$ cat config.mk
export PLATFORM = sky130hd
export DESIGN_NAME = wptr_full_gen
export DESIGN_NICKNAME = d
export VERILOG_FILES = /design/src/rtl/wptr_full_gen.sv
export SDC_FILE = /design/constraint.sdc
export NUM_CORES = 1
export LEC_CHECK = 0
export ABC_AREA = 1
export ABC_CLOCK_PERIOD_IN_PS = 5050
export CORE_ASPECT_RATIO = 0.9
export CORE_MARGIN = 10
export CORE_UTILIZATION = 50
export DETAILED_ROUTE_END_ITERATION = 8
export PLACE_DENSITY_LB_ADDON = 0.3
export SLEW_MARGIN = 0
export SYNTH_ARGS = -nofsm -noshare
export SYNTH_HDL_FRONTEND = slang
export SYNTH_SLANG_ARGS = --single-unit
$ cat constraint.sdc
create_clock -name clk -period 5.05 [get_ports clk]
set_clock_uncertainty 0.15 [all_clocks]
set_input_delay 1.01 -clock clk [delete_from_list [all_inputs] [get_ports clk]]
set_output_delay 1.01 -clock clk [all_outputs]
set_load 0.005 [all_outputs]
$ cat src/rtl/wptr_full_gen.sv
// Write-domain pointer/flag generator for an async FIFO: binary RAM address,
// registered Gray write pointer, and full / almost-full / occupancy / overflow status.
module wptr_full_gen #(
  parameter int ADDR_SIZE    = 4,
  parameter int AFULL_THRESH = 12
) (
  input  logic                 clk,
  input  logic                 rst_n,
  input  logic                 winc,
  input  logic [ADDR_SIZE:0]   wq2_rptr,
  input  logic                 clr_ovf,
  output logic [ADDR_SIZE-1:0] waddr,
  output logic [ADDR_SIZE:0]   wptr,
  output logic                 wfull,
  output logic                 walmost_full,
  output logic [ADDR_SIZE:0]   wcount,
  output logic                 overflow
);

  localparam logic [ADDR_SIZE:0] AFULL_W = (ADDR_SIZE+1)'(AFULL_THRESH);

  logic [ADDR_SIZE:0] wbin_q, wbin_d;
  logic [ADDR_SIZE:0] wptr_q, wptr_d;
  logic [ADDR_SIZE:0] wcount_q, wcount_d;
  logic [ADDR_SIZE:0] rbin;
  logic               wfull_q, wfull_d;
  logic               wafull_q, wafull_d;
  logic               ovf_q, ovf_d;
  logic               wen;

  always_comb begin
    wen    = winc & ~wfull_q;
    wbin_d = wbin_q + (ADDR_SIZE+1)'(wen);
    wptr_d = (wbin_d >> 1) ^ wbin_d;

    // Gray-to-binary: each bit is the XOR of all Gray bits at or above it.
    rbin = '0;
    for (int i = 0; i <= ADDR_SIZE; i++)
      rbin[i] = ^(wq2_rptr >> i);

    // Full when the next write pointer is one lap ahead of the read pointer.
    wfull_d  = (wptr_d == {~wq2_rptr[ADDR_SIZE:ADDR_SIZE-1], wq2_rptr[ADDR_SIZE-2:0]});
    wcount_d = wbin_d - rbin;
    wafull_d = (wcount_d >= AFULL_W);

    ovf_d = ovf_q;
    if (clr_ovf)        ovf_d = 1'b0;
    if (winc & wfull_q) ovf_d = 1'b1;
  end

  always_ff @(posedge clk) begin
    if (!rst_n) begin
      wbin_q   <= '0;
      wptr_q   <= '0;
      wcount_q <= '0;
      wfull_q  <= 1'b0;
      wafull_q <= 1'b0;
      ovf_q    <= 1'b0;
    end else begin
      wbin_q   <= wbin_d;
      wptr_q   <= wptr_d;
      wcount_q <= wcount_d;
      wfull_q  <= wfull_d;
      wafull_q <= wafull_d;
      ovf_q    <= ovf_d;
    end
  end

  assign waddr        = wbin_q[ADDR_SIZE-1:0];
  assign wptr         = wptr_q;
  assign wfull        = wfull_q;
  assign walmost_full = wafull_q;
  assign wcount       = wcount_q;
  assign overflow     = ovf_q;

endmodule

; Yosys cells after proc, flatten, opt, wreduce, memory -nomap -nowiden
; Index checks and enable logic that the tools add are counted.
[classes]
addsub = 2
multipliers = 0
n_div = 0
magnitude_cmp = 1
n_eq_ne = 1
shifts = 0
muxes = 2
bitwise = 5
reduce_logical = 6
[op_table]
columns = cell, n
row1 = XOR reduction 5 bit, 5
row2 = adder 5 x 1 -> 5 bit, 1
row3 = == test 5 bit, 1
row4 = >= comparator 5 x 4 -> 1 bit (second input constant), 1
row5 = subtractor 5 bit, 1
row6 = XOR 4 x 5 -> 5 bit, 1
row7 = AND 1 bit, 2
row8 = 2-to-1 mux 1 bit, 2
row9 = NOT 2 bit, 1
row10 = nonzero test 2 bit, 1
row11 = NOT 1 bit, 1
[totals]
register_bits = 18
latch_bits = 0
ram_bits = 0
mem_bits_ro = 0
in_bits = 9
out_inout_bits = 17
wordCells = 23
n_memories = 0

; Logic depth before layout (Yosys ltp)
[logic_depth]
ltp_word = 5
mapped_depth = 16
ltp_nobuf = 16

; Least setup slack after synthesis
; No wires, ideal clock.
[synth_timing]
path_type = input to register
startpoint = input winc
endpoint = register wafull_q (netlist: walmost_full)
setup_time_ns = 0.113
arrival_time_ns = 2.500
required_time_ns = 4.787
path_slack_ns = 2.286
stages = 15
n_path_buf = 0
path_cell_list = inv_1 -> nor2_1 -> ha_1 -> ha_1 -> inv_1 -> nand3_1 -> nand2_1 -> inv_1 -> ha_1 -> inv_1 -> nand2_2 -> nor2_1 -> nor2_4 -> nand3_1 -> nand2_1
[synth_between]
elab_chain_cells = 4
[synth_rtl]
columns = element, line
row1 = start: declaration, 9  ; input logic winc,
row2 = AND 1 bit, 32  ; wen = winc & ~wfull_q;
row3 = adder 5 x 1 -> 5 bit, 33  ; wbin_d = wbin_q + (ADDR_SIZE+1)'(wen);
row4 = named net wbin_d[1], 22  ; logic [ADDR_SIZE:0] wbin_q, wbin_d;
row5 = subtractor 5 bit, 43  ; wcount_d = wbin_d - rbin;
row6 = >= comparator 5 x 4 -> 1 bit, 44  ; wafull_d = (wcount_d >= AFULL_W);
row7 = end signal: assignment, 64  ; wafull_q <= wafull_d;
row8 = end: declaration, 27  ; logic wafull_q, wafull_d;
; The timed path passes the listed nets, and every way through them passes these cells.
; A chain may end at the register's enable or synchronous reset.

; Final worst setup path
; Ends and elaborated chain as after synthesis.

==> flow_metrics.env <==
export IMPL_synthSimpleGateAreaFrac=0.361
export IMPL_ys_warn_count=0
export IMPL_max_stage_delay_ps=480
export IMPL_cts_buffers=3
export IMPL_most_common_layout_cells="nand2_1, clkdlybuf4s50_1, inv_1"
export IMPL_finalHoldViolations=0
export IMPL_avgViaCountPerCell=4.84
export IMPL_synth_nets=153
export IMPL_leakagePower_uw=0.000648
export IMPL_ant_nets=0
export IMPL_finalCritPeriodShare=0.621
export IMPL_cp_num_cells=16
export IMPL_wire_per_inst_microns=11.6
export IMPL_post_cts_buffers=0
export IMPL_slowest_stage="clkdlybuf4s50_1"
export IMPL_nNetsFinal=183
export IMPL_port_buffers=25
export IMPL_worstHoldStart="overflow"
export IMPL_clock_sink_count=17
export IMPL_cts_resized=0
export IMPL_antenna_cells=0
export IMPL_arrival_ps=3180
export IMPL_placed_cells=187
export IMPL_insertion_delay_ps=290
export IMPL_vias=924
export IMPL_start_util=0.551
export IMPL_place_gp_congestion=0.891
export IMPL_root_buffer="clkbuf_4"
export IMPL_synth_cell_type_count=17
export IMPL_tightest_slew_ps=292
export IMPL_cts_tree="yes"
export IMPL_hold_depth=2
export IMPL_grt_usage=0.115
export IMPL_hp_class="reg -> reg"
export IMPL_finalCriticalPeriod_ps=3140
export IMPL_grt_pass1_wl_microns=3730
export IMPL_die_x_microns=66.1
export IMPL_syn_cell_area_sq_um=956
export IMPL_yosysSeqAreaShare=0.356
export IMPL_synth_top_family_by_area="simple AND/OR/NAND/NOR gates"
export IMPL_run_status="finished, final reports clean"
export IMPL_worstSetupStartpointType="primary input"
export IMPL_antenna_found_initial=0
export IMPL_crit_path_frequent_cell="inv_1"
export IMPL_core_sq_um=1730
export IMPL_grt_max_degree=11
export IMPL_grt_overflow=0
export IMPL_syn2layout_area_growth_pct=32.1
export IMPL_rows=14
export IMPL_worstPathCellList="clkdlybuf4s50_1 -> inv_1 -> nor2_1 -> ha_1 -> ha_1 -> inv_1 -> nand3_1 -> nand2_1 -> inv_1 -> ha_1 -> inv_1 -> nand2_2 -> nor2_1 -> nor2_4 -> nand3_1 -> nand2_1"
export IMPL_crit_type="in -> reg"
export IMPL_cts_max_path_buffers=2
export IMPL_crit_start="winc"
export IMPL_endpoint_kind="register"
export IMPL_clk_pin_slew_ps=90
export IMPL_postCtsHoldBufs=0
export IMPL_synth_avg_cell_area_sq_um=6.93
export IMPL_grt_pass1_vias=928
export IMPL_wirelength_microns=2220
export IMPL_fin_tns_setup_ps=0
export IMPL_drt_pass1_iter_count=4
export IMPL_relSlewSlack=0.804
export IMPL_io_pin_count=26
export IMPL_worst_path_buf_inv=5
export IMPL_critPathTopFamily="buffers and inverters"
export IMPL_ff2ff_path_depth=14
export IMPL_cap_violations=0
export IMPL_rsz0062_at_grt="false"
export IMPL_p_per_area_nw_per_um2=269
export IMPL_syn_inst=138
export IMPL_final_common_cell="nand2_1"
export IMPL_finish_cell_count_without_fillers=191
export IMPL_drv_slew=0
export IMPL_fp_dieH_microns=61.5
export IMPL_synth_mux_area_frac=0
export IMPL_setup_violations=0
export IMPL_synth_seq_cells=17
export IMPL_r2r_start="wfull"
export IMPL_htreeDepth=1
export IMPL_cp_max_fo=6
export IMPL_synth_xor_area_frac=0.0903
export IMPL_drc=0
export IMPL_synth_compound_area_frac=0.0157
export IMPL_drive_above_1_share=0.0898
export IMPL_worst_ep_required_time_ps=5090
export IMPL_synth_fa_ha_area_frac=0.0785
export IMPL_fp_dieArea_sq_um=4060
export IMPL_drtIter0Drc=16
export IMPL_ir_worst_vdd_mv=0.172
export IMPL_hpwl_microns=1820
export IMPL_max_freq_ghz=0.319
through the flow:
step	hold WS, ps	area (sq um)	setup WS (ps)	utilization	total power (uW)
4_1_cts	323	1260	1920	0.728	340
5_1_grt	345	1260	1710	0.728	362
3_3_place_gp	300	1240	1690	0.713	267
2_1_floorplan	305	956	2290	-	221
6_report	314	1260	1910	0.728	340
3_5_place_dp	311	1240	1610	0.713	271
worst reg2reg max path, delay by kind of cell, from the launching register on:
family	cells	cell delay [ps]
adders and majority gates	3	780
and+or+nand+nor	8	670
DFF	1	360
buffers and inverters	3	230
registers in the layout, indices dropped and copies added (netlist names):
| register | count |
|---|---|
| wbin_q | 5 |
| overflow | 1 |
| wptr | 4 |
| walmost_full | 1 |
| wfull | 1 |
| wcount | 5 |
where the power goes:
group	switching, uW	internal (uW)
logic	58.6	56.6
registers	4.79	148
clock network	41.3	30.7
total	105	235
worst paths after layout:
check / to / slack [ps]
min: overflow / 310
max reg2reg: walmost_full / 2780
min reg2reg: overflow / 310
max: walmost_full / 1910
kinds of logic after synthesis:
kind of cell | after synthesis
flops | 17
fa+ha+maj | 6
buf+inv | 25
simple gates | 78
compound gates | 3
xor+xnor | 9
per-layer routing:
layer  vias up  share of wire  track usage
met2        31           0.48        0.210
met4         0          0.018       0.0716
met3         4          0.053       0.0163
met1       410           0.44        0.123
li1        479              -            -
met5         -              0            0
cell usage after synthesis:
cell type | number | area share
xor2_2 | 1 | 0.017
nand3_1 | 8 | 0.042
nor2_4 | 1 | 0.012
nor2_1 | 12 | 0.047
inv_1 | 20 | 0.079
a21oi_1 | 3 | 0.016
xor2_1 | 6 | 0.055
inv_2 | 4 | 0.016
dfxtp_1 | 17 | 0.36
nand2_1 | 47 | 0.18
nand3_2 | 2 | 0.021
nand3b_1 | 2 | 0.016
clkinv_1 | 1 | 0.0039
xnor2_1 | 2 | 0.018
ha_1 | 6 | 0.079
nand4_1 | 2 | 0.013
nand2_2 | 4 | 0.026
final cells by class:
class	count	area, sq um
Clock buffer	4	26.3
Fill cell	148	472
Inverter	25	93.8
Multi-Input combinational cell	96	522
Sequential cell	17	340
Tap cell	24	30.0
Timing Repair Buffer	25	250
Note: power is estimated with default switching activity, not from simulation.
